<file path="src/rtl/wja_axi_regbus_pkg.sv">
// Shared constants and helpers for the wja_axi_regbus AXI4-Lite register bridge.
// Word addresses are AXI byte addresses shifted right by two (byte addr = word * 4).
package wja_axi_regbus_pkg;

   localparam int AXI_AW = 8;
   localparam int AXI_DW = 32;
   localparam int LB_W   = 16;
   localparam int WA_W   = AXI_AW - 2;

   localparam logic [WA_W-1:0] ADDR_OREG0 = 6'h00;
   localparam logic [WA_W-1:0] ADDR_OREG1 = 6'h01;
   localparam logic [WA_W-1:0] ADDR_OREG2 = 6'h02;
   localparam logic [WA_W-1:0] ADDR_IREG3 = 6'h03;
   localparam logic [WA_W-1:0] ADDR_IREG4 = 6'h04;
   localparam logic [WA_W-1:0] ADDR_IREG5 = 6'h05;
   localparam logic [WA_W-1:0] ADDR_IREG6 = 6'h06;
   localparam logic [WA_W-1:0] ADDR_IREG7 = 6'h07;
   localparam logic [WA_W-1:0] ADDR_BUSWR = 6'h08;
   localparam logic [WA_W-1:0] ADDR_BUSRD = 6'h09;

   localparam logic [1:0] RESP_OKAY = 2'b00;

   // Local-bus command word layout as written by the PS: {address, write data}.
   typedef struct packed {
      logic [LB_W-1:0] addr;
      logic [LB_W-1:0] data;
   } lb_cmd_t;

   // Merge new write data into an existing word, byte by byte, under the strobe mask.
   function automatic logic [AXI_DW-1:0] apply_wstrb(
      input logic [AXI_DW-1:0]   old_val,
      input logic [AXI_DW-1:0]   new_val,
      input logic [AXI_DW/8-1:0] strb
   );
      logic [AXI_DW-1:0] res;
      res = old_val;
      for (int i = 0; i < AXI_DW/8; i++) begin
         if (strb[i]) begin
            res[i*8 +: 8] = new_val[i*8 +: 8];
         end else begin
            res[i*8 +: 8] = old_val[i*8 +: 8];
         end
      end
      return res;
   endfunction

endpackage

</file>
<file path="src/rtl/wja_axil_slave_if.sv">
// AXI4-Lite handshake engine: turns the five AXI channels into a one-cycle
// write-enable (word address, data, strobes) and a one-cycle read-enable
// (word address) with a registered read-data return.
module wja_axil_slave_if
   import wja_axi_regbus_pkg::*;
(
   input  logic                i_clk,
   input  logic                i_rst,
   // write address / data / response
   input  logic [WA_W-1:0]     i_awaddr,
   input  logic                i_awvalid,
   output logic                o_awready,
   input  logic [AXI_DW-1:0]   i_wdata,
   input  logic [AXI_DW/8-1:0] i_wstrb,
   input  logic                i_wvalid,
   output logic                o_wready,
   output logic                o_bvalid,
   input  logic                i_bready,
   // read address / data
   input  logic [WA_W-1:0]     i_araddr,
   input  logic                i_arvalid,
   output logic                o_arready,
   output logic [AXI_DW-1:0]   o_rdata,
   output logic                o_rvalid,
   input  logic                i_rready,
   // register-file side
   output logic                o_wr_en,
   output logic [WA_W-1:0]     o_wr_addr,
   output logic [AXI_DW-1:0]   o_wr_data,
   output logic [AXI_DW/8-1:0] o_wr_strb,
   output logic                o_rd_en,
   output logic [WA_W-1:0]     o_rd_addr,
   input  logic [AXI_DW-1:0]   i_rd_data
);

   logic              r_awready;
   logic              r_bvalid;
   logic              r_arready;
   logic              r_rvalid;
   logic [AXI_DW-1:0] r_rdata;
   logic              w_wr_hs;
   logic              w_rd_hs;

   // The write handshake completes on the edge where the ready pulse meets both valids.
   assign w_wr_hs = r_awready & i_awvalid & i_wvalid;
   assign w_rd_hs = r_arready & i_arvalid;

   // Single-cycle AW/W ready pulse, only when both are valid and no response is pending.
   always_ff @(posedge i_clk) begin
      if (i_rst) begin
         r_awready <= 1'b0;
      end else begin
         r_awready <= i_awvalid & i_wvalid & ~r_bvalid & ~r_awready;
      end
   end

   // Write response: raised by the handshake, held until the master takes it.
   always_ff @(posedge i_clk) begin
      if (i_rst) begin
         r_bvalid <= 1'b0;
      end else if (w_wr_hs) begin
         r_bvalid <= 1'b1;
      end else if (r_bvalid && i_bready) begin
         r_bvalid <= 1'b0;
      end else begin
         r_bvalid <= r_bvalid;
      end
   end

   // Single-cycle AR ready pulse, blocked while read data is still outstanding.
   always_ff @(posedge i_clk) begin
      if (i_rst) begin
         r_arready <= 1'b0;
      end else begin
         r_arready <= i_arvalid & ~r_arready & ~r_rvalid;
      end
   end

   // Read data is captured at the address handshake and presented until accepted.
   always_ff @(posedge i_clk) begin
      if (i_rst) begin
         r_rvalid <= 1'b0;
         r_rdata  <= 32'h0000_0000;
      end else if (w_rd_hs) begin
         r_rvalid <= 1'b1;
         r_rdata  <= i_rd_data;
      end else if (r_rvalid && i_rready) begin
         r_rvalid <= 1'b0;
         r_rdata  <= r_rdata;
      end else begin
         r_rvalid <= r_rvalid;
         r_rdata  <= r_rdata;
      end
   end

   assign o_awready = r_awready;
   assign o_wready  = r_awready;
   assign o_bvalid  = r_bvalid;
   assign o_arready = r_arready;
   assign o_rvalid  = r_rvalid;
   assign o_rdata   = r_rdata;

   assign o_wr_en   = w_wr_hs;
   assign o_wr_addr = i_awaddr;
   assign o_wr_data = i_wdata;
   assign o_wr_strb = i_wstrb;
   assign o_rd_en   = w_rd_hs;
   assign o_rd_addr = i_araddr;

endmodule

</file>
<file path="src/rtl/wja_axi_regbus.sv">
// AXI4-Lite register bank with a 16-bit local-bus bridge.
// Words 0-2 are PS control registers, 3-7 are PL status inputs, word 8 issues a
// local-bus write and word 9 a local-bus read whose result lands in rdcap.
module wja_axi_regbus
   import wja_axi_regbus_pkg::*;
(
   input  logic                s00_axi_aclk,
   input  logic                s00_axi_areset,
   input  logic [AXI_AW-1:0]   s00_axi_awaddr,
   input  logic [2:0]          s00_axi_awprot,
   input  logic                s00_axi_awvalid,
   output logic                s00_axi_awready,
   input  logic [AXI_DW-1:0]   s00_axi_wdata,
   input  logic [AXI_DW/8-1:0] s00_axi_wstrb,
   input  logic                s00_axi_wvalid,
   output logic                s00_axi_wready,
   output logic [1:0]          s00_axi_bresp,
   output logic                s00_axi_bvalid,
   input  logic                s00_axi_bready,
   input  logic [AXI_AW-1:0]   s00_axi_araddr,
   input  logic [2:0]          s00_axi_arprot,
   input  logic                s00_axi_arvalid,
   output logic                s00_axi_arready,
   output logic [AXI_DW-1:0]   s00_axi_rdata,
   output logic [1:0]          s00_axi_rresp,
   output logic                s00_axi_rvalid,
   input  logic                s00_axi_rready,
   output logic [AXI_DW-1:0]   oreg0,
   output logic [AXI_DW-1:0]   oreg1,
   output logic [AXI_DW-1:0]   oreg2,
   input  logic [AXI_DW-1:0]   ireg3,
   input  logic [AXI_DW-1:0]   ireg4,
   input  logic [AXI_DW-1:0]   ireg5,
   input  logic [AXI_DW-1:0]   ireg6,
   input  logic [AXI_DW-1:0]   ireg7,
   output logic [LB_W-1:0]     baddr,
   output logic [LB_W-1:0]     bwrdata,
   output logic                bwr,
   output logic                bstrobe,
   input  logic [LB_W-1:0]     brddata
);

   logic                w_wr_en;
   logic [WA_W-1:0]     w_wr_addr;
   logic [AXI_DW-1:0]   w_wr_data;
   logic [AXI_DW/8-1:0] w_wr_strb;
   logic                w_rd_en;
   logic [WA_W-1:0]     w_rd_addr;
   logic [AXI_DW-1:0]   w_rd_data;
   lb_cmd_t             w_cmd;
   logic                w_unused;

   logic [AXI_DW-1:0]   r_oreg0;
   logic [AXI_DW-1:0]   r_oreg1;
   logic [AXI_DW-1:0]   r_oreg2;
   logic [LB_W-1:0]     r_baddr;
   logic [LB_W-1:0]     r_bwrdata;
   logic                r_bwr;
   logic                r_bstrobe;
   logic [LB_W-1:0]     r_rdcap;

   // Protection bits and byte-offset address bits carry no meaning here.
   assign w_unused = ^{s00_axi_awprot, s00_axi_arprot,
                       s00_axi_awaddr[1:0], s00_axi_araddr[1:0]};

   wja_axil_slave_if u_if (
      .i_clk     (s00_axi_aclk),
      .i_rst     (s00_axi_areset),
      .i_awaddr  (s00_axi_awaddr[AXI_AW-1:2]),
      .i_awvalid (s00_axi_awvalid),
      .o_awready (s00_axi_awready),
      .i_wdata   (s00_axi_wdata),
      .i_wstrb   (s00_axi_wstrb),
      .i_wvalid  (s00_axi_wvalid),
      .o_wready  (s00_axi_wready),
      .o_bvalid  (s00_axi_bvalid),
      .i_bready  (s00_axi_bready),
      .i_araddr  (s00_axi_araddr[AXI_AW-1:2]),
      .i_arvalid (s00_axi_arvalid),
      .o_arready (s00_axi_arready),
      .o_rdata   (s00_axi_rdata),
      .o_rvalid  (s00_axi_rvalid),
      .i_rready  (s00_axi_rready),
      .o_wr_en   (w_wr_en),
      .o_wr_addr (w_wr_addr),
      .o_wr_data (w_wr_data),
      .o_wr_strb (w_wr_strb),
      .o_rd_en   (w_rd_en),
      .o_rd_addr (w_rd_addr),
      .i_rd_data (w_rd_data)
   );

   assign w_cmd = lb_cmd_t'(w_wr_data);

   // Control registers take byte-masked writes; every other address is ignored here.
   always_ff @(posedge s00_axi_aclk) begin
      if (s00_axi_areset) begin
         r_oreg0 <= 32'h0000_0000;
         r_oreg1 <= 32'h0000_0000;
         r_oreg2 <= 32'h0000_0000;
      end else if (w_wr_en) begin
         case (w_wr_addr)
            ADDR_OREG0: r_oreg0 <= apply_wstrb(r_oreg0, w_wr_data, w_wr_strb);
            ADDR_OREG1: r_oreg1 <= apply_wstrb(r_oreg1, w_wr_data, w_wr_strb);
            ADDR_OREG2: r_oreg2 <= apply_wstrb(r_oreg2, w_wr_data, w_wr_strb);
            default: begin
               r_oreg0 <= r_oreg0;
               r_oreg1 <= r_oreg1;
               r_oreg2 <= r_oreg2;
            end
         endcase
      end else begin
         r_oreg0 <= r_oreg0;
         r_oreg1 <= r_oreg1;
         r_oreg2 <= r_oreg2;
      end
   end

   // Local-bus command launch: latch address/data/direction and fire a one-cycle strobe.
   always_ff @(posedge s00_axi_aclk) begin
      if (s00_axi_areset) begin
         r_baddr   <= 16'h0000;
         r_bwrdata <= 16'h0000;
         r_bwr     <= 1'b0;
         r_bstrobe <= 1'b0;
      end else if (w_wr_en && (w_wr_addr == ADDR_BUSWR)) begin
         r_baddr   <= w_cmd.addr;
         r_bwrdata <= w_cmd.data;
         r_bwr     <= 1'b1;
         r_bstrobe <= 1'b1;
      end else if (w_wr_en && (w_wr_addr == ADDR_BUSRD)) begin
         r_baddr   <= w_cmd.addr;
         r_bwrdata <= r_bwrdata;
         r_bwr     <= 1'b0;
         r_bstrobe <= 1'b1;
      end else begin
         r_baddr   <= r_baddr;
         r_bwrdata <= r_bwrdata;
         r_bwr     <= r_bwr;
         r_bstrobe <= 1'b0;
      end
   end

   // User logic answers a local-bus read during the strobe cycle; keep that answer.
   always_ff @(posedge s00_axi_aclk) begin
      if (s00_axi_areset) begin
         r_rdcap <= 16'h0000;
      end else if (r_bstrobe && !r_bwr) begin
         r_rdcap <= brddata;
      end else begin
         r_rdcap <= r_rdcap;
      end
   end

   // Readback multiplexer; unmapped words return zero.
   always_comb begin
      w_rd_data = 32'h0000_0000;
      if (w_rd_en) begin
         case (w_rd_addr)
            ADDR_OREG0: w_rd_data = r_oreg0;
            ADDR_OREG1: w_rd_data = r_oreg1;
            ADDR_OREG2: w_rd_data = r_oreg2;
            ADDR_IREG3: w_rd_data = ireg3;
            ADDR_IREG4: w_rd_data = ireg4;
            ADDR_IREG5: w_rd_data = ireg5;
            ADDR_IREG6: w_rd_data = ireg6;
            ADDR_IREG7: w_rd_data = ireg7;
            ADDR_BUSWR: w_rd_data = {r_baddr, r_bwrdata};
            ADDR_BUSRD: w_rd_data = {r_baddr, r_rdcap};
            default:    w_rd_data = 32'h0000_0000;
         endcase
      end else begin
         w_rd_data = 32'h0000_0000;
      end
   end

   assign s00_axi_bresp = RESP_OKAY;
   assign s00_axi_rresp = RESP_OKAY;
   assign oreg0   = r_oreg0;
   assign oreg1   = r_oreg1;
   assign oreg2   = r_oreg2;
   assign baddr   = r_baddr;
   assign bwrdata = r_bwrdata;
   assign bwr     = r_bwr;
   assign bstrobe = r_bstrobe;

endmodule

</file>
<file path="config.mk">
export PLATFORM = sky130hd
export DESIGN_NAME = wja_axi_regbus
export DESIGN_NICKNAME = d
export VERILOG_FILES = /design/src/rtl/wja_axi_regbus_pkg.sv /design/src/rtl/wja_axil_slave_if.sv /design/src/rtl/wja_axi_regbus.sv
export SDC_FILE = /design/constraint.sdc
export NUM_CORES = 1
export LEC_CHECK = 0
export BUFFER_PORTS_ARGS = -buffer_cell sky130_fd_sc_hd__clkbuf_2
export CELL_PAD_IN_SITES_DETAIL_PLACEMENT = 1
export CELL_PAD_IN_SITES_GLOBAL_PLACEMENT = 1
export CORE_MARGIN = 2
export CORE_UTILIZATION = 37
export DETAILED_ROUTE_END_ITERATION = 6
export PLACE_DENSITY = 0.94
export SYNTH_ARGS = -nofsm -noshare
export SYNTH_HDL_FRONTEND = slang
export SYNTH_SLANG_ARGS = --single-unit
</file>
<file path="constraint.sdc">
create_clock -name s00_axi_aclk -period 5 [get_ports s00_axi_aclk]
set_clock_uncertainty 0.05 [all_clocks]
set_input_delay 0.25 -clock s00_axi_aclk [delete_from_list [all_inputs] [get_ports s00_axi_aclk]]
set_output_delay 0.25 -clock s00_axi_aclk [all_outputs]
set_load 0.005 [all_outputs]
</file>
==> reports/qor.csv <==
metric,value,unit
initial antenna violation count,1,
Pre-antenna DRT Iters,5,
syn avg cell area,9.603,µm²
Setup TNS,0,ps
Worst-Skew Late Latency,440,ps
post-synth cell types,54,
largest net degree at the start of global routing,128,
Final Hold Vio Count,0,
WL met3,3.399,mm
worst min path class,input pin to flip-flop,
total CTS buffers,17,
RSZ-0062 raised after global routing,no,
Clock Pin Slew Worst Setup and Hold Paths,70,ps
CTS sink count,182,
static leakage,4.961,nW
top_reg_cell synth,dfxtp_1,
# DRC,0,
CTS Buffer Depth,2,
most frequent cells after synthesis,"dfxtp_1 (182), mux2i_1 (136), nor2_1 (120)",
"area leader, netlist",dfxtp_1,
vias in the first global route,10100,
Final Total Pwr,3.143,mW
Critical Path AT,2830,ps
CP max FO,19,
total gr overflow,0,
M1 wire length,17.35,mm
H-tree levels,4,
Final Max Tran Viols,0,
Async SR Flop Fraction,0,
first-pass GRT wire length,62.71,mm
Die Y,160.8,µm
share of cells above drive strength 1,0.3945,
GPL Wtd Cong,0.9077,
wire per inst,26.10,µm
via count,9743,
# setup viols final,0,
Setup crit end kind,flip-flop,
synth warn,0,
VDD IR max,159.8,µV
Mapped Cells,947,
die area,25850,µm²
sequential cell area fraction in the yosys report,0.4007,
met2 routed WL,20.46,mm
Starting Density,0.3750,
dpl hpwl,31.40,mm
core footprint,24250,µm²
GRT Util Overall,0.3206,
via/cell ratio,5.930,
post-layout min period,2615,ps
crit path kind,input pin to flip-flop,
Power Density,263.0,nW/µm²
fill count,2906,
Mapped Area,9094,µm²
critical path launch point type,input pin,
number of synthesized flops with an enable pin,0,
Final Cycle Share,0.5230,
Area Overhead vs Synth,31.41,%
Die W,160.8,µm
Max Cap Viol,0,
PortBufs,397,
outcome,finished clean,
Root Driver,clkbuf_16,
flip-flop and latch count after synthesis,182,
CTS tree,yes,
relative slew slack,0.2742,
worst-margin pin slew,1085,ps
layout net count,1546,
fmax,0.3824,GHz
Critical Path RT,5210,ps
Top Layer Used,met4,
FP Rows,57,
DRT iter0 DRCs,927,
main area contributors after synthesis,"dfxtp_1 (40%), mux2i_1 (15%), nor2_1 (5.0%)",
final wirelength,42.89,mm
io pins,412,
"count leader, synth",dfxtp_1,
post-synth top area share,0.4007,
Final ANT Viol Nets,0,
Post-CTS Resized,0,
[cell type report]
| cell class | instances | area [µm²] | area share |
|---|---|---|---|
| Multi-Input combinational cell | 677 | 5102 | 0.4270 |
| Sequential cell | 182 | 3643 | 0.3049 |
| Timing Repair Buffer | 421 | 2193 | 0.1835 |
| Clock buffer | 20 | 446.7 | 0.03738 |
| Tap cell | 324 | 405.4 | 0.03392 |
| Clock inverter | 12 | 133.9 | 0.01120 |
| Inverter | 6 | 22.52 | 0.001885 |
| Antenna cell | 1 | 2.502 | 0.0002094 |
[flip-flops by register name (all words and copies together) (netlist names)]
register and count:
oreg0 32, oreg1 32, oreg2 32, u_if.o_rdata 32, baddr 16, bwrdata 16
r_rdcap 16, bstrobe 1, bwr 1, u_if.o_arready 1, u_if.o_awready 1, u_if.o_bvalid 1
u_if.o_rvalid 1
[per-layer routing]
layer	GRT usage	vias to the layer above
met1	0.4029	4807
met5	0	-
met3	0.06353	113
met2	0.5361	575
li1	-	4248
met4	0.1396	0
[stage by stage]
stage            util  std cells  instance area (µm²)  setup slack, ps  hold slack [ps]
4_1_cts        0.4927       1642                11950             2415           0.5709
2_1_floorplan       -        950                 9105             2968            319.4
6_report       0.4928       1643                11950             2385            1.322
5_1_grt        0.4928       1643                11950             2366            5.278
3_3_place_gp   0.4659       1603                11300             1963            387.6
3_5_place_dp   0.4659       1603                11300             1976            398.5
[worst max-delay path: stages]
cell and delay (ps):
clkbuf_2 520, or4_1 620, nor3_2 60, buf_4 260
a221oi_1 920, a211oi_1 160
[where the power goes]
group | internal (mW) | total [mW] | switching, mW
Clock | 0.723 | 1.37 | 0.649
Combinational | 0.134 | 0.319 | 0.185
Sequential | 1.45 | 1.45 | 0.00198
Total | 2.31 | 3.14 | 0.836
[what timing repair did]
action,in CTS,in global routing
hold endpoints to repair,7,0
setup buffers,0,0
hold buffers,7,0
[final timing paths]
path	slack [ps]	end	startpoint	cells past startpoint
setup reg to reg	2680	oreg0[3]$_SDFFE_PP0P_	u_if.o_awready$_SDFF_PP0_	4
hold reg to reg	410	r_rdcap[6]$_SDFFE_PP0P_	r_rdcap[6]$_SDFFE_PP0P_	2
hold / removal	1	r_rdcap[2]$_SDFFE_PP0P_	brddata[2]	3
setup / recovery	2390	u_if.o_rdata[15]$_SDFFE_PP0P_	s00_axi_araddr[4]	6
[logic make-up (layout without fill, tap and decap cells)]
family,count (synthesis),count (layout),synth area share
other,1,5,0.0004124
multiplexers,189,189,0.2327
buffers and inverters,91,459,0.04362
AO/OA/AOI/OAI,216,216,0.1757
AND/OR/NAND/NOR,268,268,0.1469
flip-flops,182,182,0.4007
[cell usage in the layout, fill, tap and decap left out, types with 6 or more instances in the layout]
| cell | n |
|---|---|
| clkbuf_2 | 395 |
| dfxtp_1 | 182 |
| mux2i_1 | 136 |
| nor2_1 | 119 |
| nand2_1 | 78 |
| a21oi_1 | 64 |
| mux2_2 | 39 |
| a222oi_1 | 25 |
| a22oi_1 | 24 |
| a211oi_1 | 20 |
| nor3_1 | 19 |
| a22o_1 | 18 |
| buf_4 | 18 |
| clkbuf_16 | 17 |
| mux4_2 | 14 |
| a221oi_1 | 13 |
| a31oi_1 | 9 |
| nor3_4 | 8 |
| nand2b_1 | 7 |
| a311oi_1 | 7 |
| a32oi_1 | 7 |
| a21o_1 | 7 |
| dlygate4sd3_1 | 7 |
| inv_1 | 6 |
No activity file was read; power rests on OpenSTA's default activity.
